**config.mk**
```make
export PLATFORM = sky130hd
export DESIGN_NAME = avg_channel_scheduler
export DESIGN_NICKNAME = d
export VERILOG_FILES = /design/src/rtl/avg_channel_scheduler.sv
export SDC_FILE = /design/constraint.sdc
export NUM_CORES = 1
export LEC_CHECK = 0
export CAP_MARGIN = 40
export CORE_ASPECT_RATIO = 1.1
export CORE_MARGIN = 2
export CORE_UTILIZATION = 43
export CTS_CLUSTER_SIZE = 24
export DETAILED_ROUTE_END_ITERATION = 8
export PLACE_DENSITY = 0.66
export SETUP_SLACK_MARGIN = 0.1
export SLEW_MARGIN = 20
export SYNTH_ARGS = -nofsm -noshare
export SYNTH_HDL_FRONTEND = slang
export SYNTH_SLANG_ARGS = --single-unit
```
**constraint.sdc**
```tcl
create_clock -name clk -period 7.13 [get_ports clk]
set_input_delay 1.426 -clock clk [delete_from_list [all_inputs] [get_ports clk]]
set_output_delay 1.426 -clock clk [all_outputs]
set_load 0.01 [all_outputs]
```
**src/rtl/avg_channel_scheduler.sv**
```systemverilog
// Round-robin shared boxcar averager: N_CH signed sample streams, per-channel
// windows of 2^lg2 samples, one tagged average out through a valid/ready port.
module avg_channel_scheduler #(
    parameter int N_CH   = 4,
    parameter int DW     = 13,
    parameter int MAX_LG = 3
) (
    input  logic                 clk,
    input  logic                 rst_n,
    input  logic [N_CH-1:0]      req,
    input  logic [N_CH*DW-1:0]   sample_data,
    output logic [N_CH-1:0]      grant,
    input  logic                 cfg_load,
    input  logic [1:0]           cfg_lg2,
    output logic                 out_valid,
    input  logic                 out_ready,
    output logic [DW-1:0]        out_data,
    output logic [2:0]           out_ch,
    output logic [15:0]          win_count
);

    localparam int AW = DW + MAX_LG;
    localparam int PW = (N_CH > 1) ? $clog2(N_CH) : 1;
    localparam int CW = (MAX_LG > 0) ? MAX_LG : 1;

    logic [PW-1:0]          rr_ptr_r;
    logic [1:0]             lg2_r;
    logic signed [AW-1:0]   acc_r [N_CH];
    logic [CW-1:0]          cnt_r [N_CH];
    logic                   out_valid_r;
    logic [DW-1:0]          out_data_r;
    logic [2:0]             out_ch_r;
    logic [15:0]            win_count_r;

    logic [N_CH-1:0]        grant_s;
    logic [PW-1:0]          gnt_idx_s;
    logic                   gnt_any_s;
    logic                   stall_s;
    logic                   xfer_s;
    int                     idx_s;
    logic signed [DW-1:0]   samp_s;
    logic signed [AW-1:0]   sum_s;
    logic signed [AW-1:0]   shifted_s;
    logic [CW-1:0]          cnt_max_s;
    logic                   last_s;

    function automatic logic [1:0] clamp_lg2(input logic [1:0] v);
        if (int'(v) > MAX_LG) begin
            return 2'(MAX_LG);
        end else begin
            return v;
        end
    endfunction

    assign grant     = grant_s;
    assign out_valid = out_valid_r;
    assign out_data  = out_data_r;
    assign out_ch    = out_ch_r;
    assign win_count = win_count_r;
    assign xfer_s    = out_valid_r && out_ready;

    // Round-robin arbiter: first requester at or after the pointer, blocked while stalled.
    always_comb begin
        grant_s   = '0;
        gnt_idx_s = '0;
        gnt_any_s = 1'b0;
        idx_s     = 0;
        stall_s   = (out_valid_r && !out_ready) || cfg_load;
        if (!stall_s) begin
            for (int i = 0; i < N_CH; i++) begin
                idx_s = int'(rr_ptr_r) + i;
                idx_s = (idx_s >= N_CH) ? (idx_s - N_CH) : idx_s;
                if (!gnt_any_s && req[idx_s]) begin
                    gnt_any_s = 1'b1;
                    gnt_idx_s = PW'(idx_s);
                end else begin
                    gnt_any_s = gnt_any_s;
                end
            end
        end else begin
            gnt_any_s = 1'b0;
        end
        grant_s[gnt_idx_s] = gnt_any_s;
    end

    // Shared datapath for the granted channel: sign-extended add, floor divide by shift.
    always_comb begin
        samp_s    = sample_data[int'(gnt_idx_s)*DW +: DW];
        sum_s     = acc_r[gnt_idx_s] + AW'(samp_s);
        shifted_s = sum_s >>> lg2_r;
        cnt_max_s = '0;
        for (int i = 0; i < CW; i++) begin
            cnt_max_s[i] = (i < int'(lg2_r)) ? 1'b1 : 1'b0;
        end
        last_s    = (cnt_r[gnt_idx_s] == cnt_max_s);
    end

    // Window state: config load flushes every partial window and wins over grants.
    always_ff @(posedge clk or negedge rst_n) begin
        if (!rst_n) begin
            lg2_r <= 2'd2;
            for (int c = 0; c < N_CH; c++) begin
                acc_r[c] <= '0;
                cnt_r[c] <= '0;
            end
        end else if (cfg_load) begin
            lg2_r <= clamp_lg2(cfg_lg2);
            for (int c = 0; c < N_CH; c++) begin
                acc_r[c] <= '0;
                cnt_r[c] <= '0;
            end
        end else if (gnt_any_s) begin
            if (last_s) begin
                acc_r[gnt_idx_s] <= '0;
                cnt_r[gnt_idx_s] <= '0;
            end else begin
                acc_r[gnt_idx_s] <= sum_s;
                cnt_r[gnt_idx_s] <= cnt_r[gnt_idx_s] + CW'(1);
            end
        end else begin
            lg2_r <= lg2_r;
        end
    end

    // Arbiter pointer moves to the channel after the last grant.
    always_ff @(posedge clk or negedge rst_n) begin
        if (!rst_n) begin
            rr_ptr_r <= '0;
        end else if (gnt_any_s) begin
            rr_ptr_r <= (int'(gnt_idx_s) == N_CH - 1) ? '0 : gnt_idx_s + PW'(1);
        end else begin
            rr_ptr_r <= rr_ptr_r;
        end
    end

    // Output register: a completing grant can only occur when the slot is free or draining.
    always_ff @(posedge clk or negedge rst_n) begin
        if (!rst_n) begin
            out_valid_r <= 1'b0;
            out_data_r  <= '0;
            out_ch_r    <= 3'd0;
        end else if (gnt_any_s && last_s) begin
            out_valid_r <= 1'b1;
            out_data_r  <= shifted_s[DW-1:0];
            out_ch_r    <= 3'(gnt_idx_s);
        end else if (xfer_s) begin
            out_valid_r <= 1'b0;
        end else begin
            out_valid_r <= out_valid_r;
        end
    end

    // Saturating count of averages taken downstream.
    always_ff @(posedge clk or negedge rst_n) begin
        if (!rst_n) begin
            win_count_r <= 16'd0;
        end else if (xfer_s && (win_count_r != 16'hFFFF)) begin
            win_count_r <= win_count_r + 16'd1;
        end else begin
            win_count_r <= win_count_r;
        end
    end

endmodule

```
==> results of run 1 <==
-- logic make-up after synthesis --
group	share of synthesized area, %
xor+xnor	4.45
compound gates	18.9
fa+ha+maj	4.23
other cells	0.0561
buf+inv	4.08
flops	41.9
simple gates	17.8
mux	8.61
-- metrics by stage --
step | hold slack, ns | worst slack, ns
finish | 0.492 | 1.01
floorplan | 0.465 | 1.62
CTS | 0.496 | 1.12
detailed placement | 0.481 | 0.744
global route | 0.506 | 0.701
global placement | 0.473 | 0.904
-- sequential cells by signal, indices dropped and copies added (netlist names) --
signal     cells
rr_ptr_r       2
acc_r         64
lg2_r          2
cnt_r         12
out_ch         2
win_count     16
out_data      13
out_valid      1
-- per-layer routing --
layer  wire length, um  vias up  track usage [%]  share of wire (%)
met5                 0        -                0                  0
met4               345        0             7.15                1.9
met3              1110       22             3.97                5.9
met2              9280      189             38.8                 50
met1              7850     2847             30.5                 42
li1                  -     2672                -                  -
-- power breakdown --
group	internal, mW	leakage [nW]	switching, mW
registers	0.783	1.50	0.106
logic	0.742	1.96	1.00
clock network	0.247	0.132	0.238
total	1.77	3.59	1.35
-- how the worst min path moves through the flow --
stage | from | endpoint | slack (ns)
after floorplan | cnt_r[11] | cnt_r[11] | 0.47
after global placement | acc_r[22] | acc_r[22] | 0.47
after detailed placement | acc_r[27] | acc_r[27] | 0.48
after CTS | acc_r[27] | acc_r[27] | 0.50
after global routing | acc_r[36] | acc_r[36] | 0.51
final | win_count[9] | win_count[9] | 0.49
-- area by class of cell --
cell class	instances	area, sq um
fillers	1333	6960
clock inverters	4	30.0
well taps	196	245
multi-input cells	510	3620
inverters	9	33.8
repair buffers	120	1180
clock buffers	11	243
flip-flops and latches	112	2800
-- layout by cell type, fill, tap and decap left out, drive strengths merged, types with 12 or more instances in the layout --
master,instances
nor2,24
a31oi,28
nand2,132
a32o,56
mux2,18
clkdlybuf4s50,96
dfrtp,111
nor3b,16
xnor2,22
a21oi,16
ha,21
a31o,16
xor2,12
mux2i,24
buf,24
o21ai,13
and3,32
-- worst max-delay path: stages --
cell and delay (ns):
clkdlybuf4s50_1 0.56, mux2i_1 0.12, a2111oi_0 0.42, and3_2 0.27, buf_4 0.43, nand2_1 0.11
and3_1 0.19, a31oi_1 0.30, ha_1 0.33, a211oi_1 0.23, o21bai_1 0.13, o22ai_1 0.37
o21ai_0 0.24, xor2_1 0.71, mux2i_1 0.21, a21oi_1 0.20, mux2_2 0.16
==> metrics.yaml, run 1 <==
run_status:
  status: "finished clean"
logic_synthesis:
  synth_area_leaders: "dfrtp_1 (42%), a32o_1 (8.4%), nand2_1 (7.4%)"
  synthArstFlopShare_pct: 100
  ys.flop_type: "dfrtp_1"
  ys_seq_area_share_pct: 41.9
  synth.most_common_cell: "nand2_1"
  syn_nets: 771
  ys_types: 61
  synth_top_area_share_pct: 41.5
  postSynthAreaPerCell_sq_um: 9.73
  yosys_register_bits: 112
  synth_area_sq_mm: 0.00669
  synth_edf_count: 0
  netlist_top_cells_count: "nand2_1 (132), dfrtp_1 (111), a32o_1 (56)"
  yosysWarnings: 0
  synthCells: 687
  synth_area_leader_cell: "dfrtp_1"
final_layout:
  fin_util_pct: 54.0
  diodes: 0
  areaGrowthSynthToFinish_pct: 22.0
  fin_cells: 962
  drive_gt1_share_pct: 11.2
  stdcell_area_sq_mm: 0.00816
  nets: 846
floorplan:
  die_x_um: 123
  rows: 47
  coreArea_sq_mm: 0.0151
  start_util_pct: 44.2
  die_y_um: 135
  ios: 99
  die_area_sq_mm: 0.0166
cts:
  cts_made_buffers: 9
  clk_pin_slew_ns: 0.07
  ctsResizeCount: 0
  cts_num_sinks: 112
  cts_setup_buffers: 0
  cts_tree: "yes"
  clk_latency_ns: 0.36
  clock_path_buffers: 2
  cts_root_buf: "clkbuf_16"
  htreeDepth: 3
  hold_buffers: 0
placement:
  place_area_sq_mm: 0.00787
  globalplace.congestion: 0.846
  dp_cells: 946
  dp_hpwl_um: 12600
  io_buffers: 97
setup_path:
  reg2reg_from: "rr_ptr_r[1]"
  end_kind: "register"
  critPathCapture: "out_data[6]"
  worstSetupStartpoint: "req[3]"
  start_kind: "input port"
  worstPathMaxFanout: 44
  r2r_setup_slack_ns: 2.14
  reg2reg_to: "out_data[6]"
  cp.arrival_ns: 6.42
  worstSetupPathType: "in -> reg"
  reg2reg_depth: 16
  cp.required_ns: 7.43
routing:
  drc: 0
  vias: 5730
  dr.pass1.iters: 5
  drtIter0Drc: 457
  vias_per_cell: 5.96
  ant_nets: 0
  routed_wl_um: 18600
  avgRoutedWirePerCell_um: 19.3
grt:
  grt_max_degree: 58
  antenna_found_initial: 0
  grtUsageTotal_pct: 23.2
  grt_first_pass_wirelength_um: 29700
  grt_overflow: 0
  grt_pass1_vias: 5635
worst_hold_path:
  hold_depth: 1
  worstHoldPathType: "reg -> reg"
sta:
  hold_viol: 0
  fin_skew_ns: 0.00847
  period_needed_ns: 6.12
  rsz0062_at_grt: "no"
  relSlewSlack_pct: 44.1
  finalSetupTns_ns: 0
  post-route-period-util_pct: 85.9
  fmax_mhz: 163
  worst_pin_slew_ns: 0.836
  finalSetupViolations: 0
  drv_slew: 0
flow_run:
  max_cap_viol_count: 0
pwr:
  p_leak_nw: 3.59
  max-vdd-ir-drop_uv: 193
  powerDensity_mw_per_mm2: 382
  finalPower_mw: 3.12
Power figures use the tool's default switching activity.
==> run 2, diff against run 1 <==
--- a/config.mk
+++ b/config.mk
@@ -13,6 +13,7 @@
 export DETAILED_ROUTE_END_ITERATION = 8
 export PLACE_DENSITY = 0.66
 export SETUP_SLACK_MARGIN = 0.1
+export SKIP_CTS_REPAIR_TIMING = 1
 export SLEW_MARGIN = 20
 export SYNTH_ARGS = -nofsm -noshare
 export SYNTH_HDL_FRONTEND = slang
==> results of run 2 <==
Same layout as run 1: the final DEF is identical, and so are final timing and power.
==> run 3, diff against run 2 <==
--- a/config.mk
+++ b/config.mk
@@ -5,13 +5,13 @@
 export SDC_FILE = /design/constraint.sdc
 export NUM_CORES = 1
 export LEC_CHECK = 0
+export ABC_AREA = 1
 export CAP_MARGIN = 40
 export CORE_ASPECT_RATIO = 1.1
 export CORE_MARGIN = 2
 export CORE_UTILIZATION = 43
 export CTS_CLUSTER_SIZE = 24
 export DETAILED_ROUTE_END_ITERATION = 8
-export PLACE_DENSITY = 0.66
 export SETUP_SLACK_MARGIN = 0.1
 export SKIP_CTS_REPAIR_TIMING = 1
 export SLEW_MARGIN = 20
==> metrics.yaml, run 3 <==
run_status:
  status: "finished clean"
setup_path:
  critPathMostFrequentCell: "nand2_1"
  cp.arrival_ns: 4.60
  worstPathMaxFanout: 28
  worstSetupPathType: "in -> out"
  cp_slowest_cell: "clkdlybuf4s50_1"
  path_buf_inv: 5
  path_depth: 15
  reg2reg_to: "acc_r[39]"
  worstSetupStartpoint: "req[3]"
  cp.required_ns: 5.70
  end_kind: "primary output"
  reg2reg_depth: 19
  cp_cell_sequence: "clkdlybuf4s50_1 -> inv_1 -> nand2_1 -> nand3_1 -> nand2_1 -> nor2_4 -> nand2_1 -> nor2_2 -> nor2_2 -> nor2_8 -> ha_1 -> clkinv_1 -> buf_4 -> nor2_1 -> clkdlybuf4s50_1"
  reg2reg_from: "rr_ptr_r[0]"
  critPathCapture: "grant[3]"
  crit_family: "simple AND/OR/NAND/NOR gates"
  r2r_setup_slack_ns: 2.20
  cp_slowest_stage_delay_ns: 0.60
  start_kind: "input port"
sta:
  drv_slew: 0
  finalSetupTns_ns: 0
  rsz0062_at_grt: "no"
  fin_skew_ns: 0.0152
  relSlewSlack_pct: 45.0
  fmax_mhz: 166
  worst_pin_slew_ns: 0.825
  period_needed_ns: 6.02
  hold_viol: 0
  finalSetupViolations: 0
  post-route-period-util_pct: 84.5
floorplan:
  start_util_pct: 43.9
  coreArea_sq_mm: 0.0206
  die_x_um: 142
  die_y_um: 156
  ios: 99
  die_area_sq_mm: 0.0222
  rows: 55
placement:
  dp_cells: 1741
  dp_hpwl_um: 20300
  io_buffers: 97
  globalplace.congestion: 0.897
cts:
  clk_pin_slew_ns: 0.08
  clock_path_buffers: 2
  cts_num_sinks: 112
  cts_tree: "yes"
  cts_root_buf: "clkbuf_16"
  clk_latency_ns: 0.38
  htreeDepth: 3
  cts_made_buffers: 9
routing:
  dr.pass1.iters: 7
  ant_nets: 0
  avgRoutedWirePerCell_um: 17.8
  drc: 0
  drtIter0Drc: 816
  vias_per_cell: 5.43
  vias: 9533
  routed_wl_um: 31200
final_layout:
  fin_util_pct: 50.9
  final_common_cell: "nand2_1"
  drive_gt1_share_pct: 5.86
  top_register: "acc_r"
  nets: 1580
  fin_cells: 1757
  diodes: 0
  multi_input_comb_area_sq_mm: 0.00531
  areaGrowthSynthToFinish_pct: 15.8
  n_fill_cell: 2142
  final_cell_mix: "nand2_1 (516), nor2_1 (173), nand3_1 (137)"
  ff_latch_area_sq_mm: 0.00280
  largest_register_ffs: 64
logic_synthesis:
  synthCells: 1449
  synth_area_leaders: "dfrtp_1 (31%), nand2_1 (21%), nand3_1 (7.6%)"
  netlist_top_cells_count: "nand2_1 (516), nor2_1 (173), nand3_1 (137)"
  ys_types: 47
  yosys_register_bits: 112
  ys.flop_type: "dfrtp_1"
  synth.most_common_cell: "nand2_1"
  postSynthAreaPerCell_sq_um: 6.24
  syn_nets: 1533
  synth_area_sq_mm: 0.00904
  synth_top_area_share_pct: 30.7
  synth_edf_count: 0
  synth_area_leader_cell: "dfrtp_1"
  ys_seq_area_share_pct: 31.0
  yosysWarnings: 0
  synthArstFlopShare_pct: 100
grt:
  antenna_found_initial: 0
  grt_first_pass_wirelength_um: 48800
  grt_overflow: 0
  grtUsageTotal_pct: 28.5
  grt_max_degree: 73
  grt_pass1_vias: 8843
worst_hold_path:
  worstHoldStart: "acc_r[55]"
  worstHoldPathType: "reg -> reg"
flow_run:
  max_cap_viol_count: 0
==> run 3: cell count changes in the layout (fill, tap and decap cells not counted), sizes merged, moves of 21 or more <==
cell   change
o21ai     +76
inv      +133
nand2    +402
a32o      -40
and3      -32
nand4     +24
a21oi     +21
nor2     +155
nand3    +139
mux2i     -23
a31oi     -26
==> run 3: cell type report <==
class                   count  area share, %
clock buffers               9           2.15
clock inverters             7           1.03
repair buffers            117           11.0
well taps                 256           3.06
flip-flops and latches    112           26.8
multi-input cells        1111           50.7
inverters                 145           5.27
==> run 3: worst min path at each step <==
stage | endpoint | slack, ns | depth (start not counted)
after floorplan | acc_r[10] | 0.45 | 2
after global placement | acc_r[42] | 0.46 | 2
after detailed placement | acc_r[42] | 0.46 | 2
after CTS | acc_r[55] | 0.49 | 2
after global routing | acc_r[55] | 0.51 | 2
final | acc_r[55] | 0.49 | 2
==> run 3: logic make-up after synthesis <==
kind of cell / synth area share, %
AOI/OAI and AO/OA: 10.9
muxes: 0.111
xor gates and xnor gates: 2.13
DFF: 31.0
adders and majority gates: 3.13
and+or+nand+nor: 42.3
buffers and inverters: 10.4
other: 0.0415
==> run 3: metrics by stage <==
stage               hold WS (ns)  setup slack [ns]  instance area, sq um
global route               0.505             0.727                 10500
floorplan                  0.449              2.01                  9040
detailed placement         0.465             0.956                 10100
global placement           0.463              1.01                 10100
finish                     0.486              1.11                 10500
CTS                        0.487              1.13                 10500
==> run 3: metal layers <==
layer,wire length [um],GRT usage (%),vias to the layer above
li1,-,-,4701
met1,13600,37.7,4420
met2,15000,48.4,354
met3,1930,3.38,58
met4,721,9.67,0
met5,0,0,-
==> run 3: tightest hold or removal path: cells and delay by family (launching register included) <==
kind	cells	cell delay (ns)
flip-flops	1	0.35
AND/OR/NAND/NOR	2	0.11
Power of run 3 is left out: the tool's default activity adds up to more than one toggle a clock period on the data nets, which glitch-free logic cannot reach.
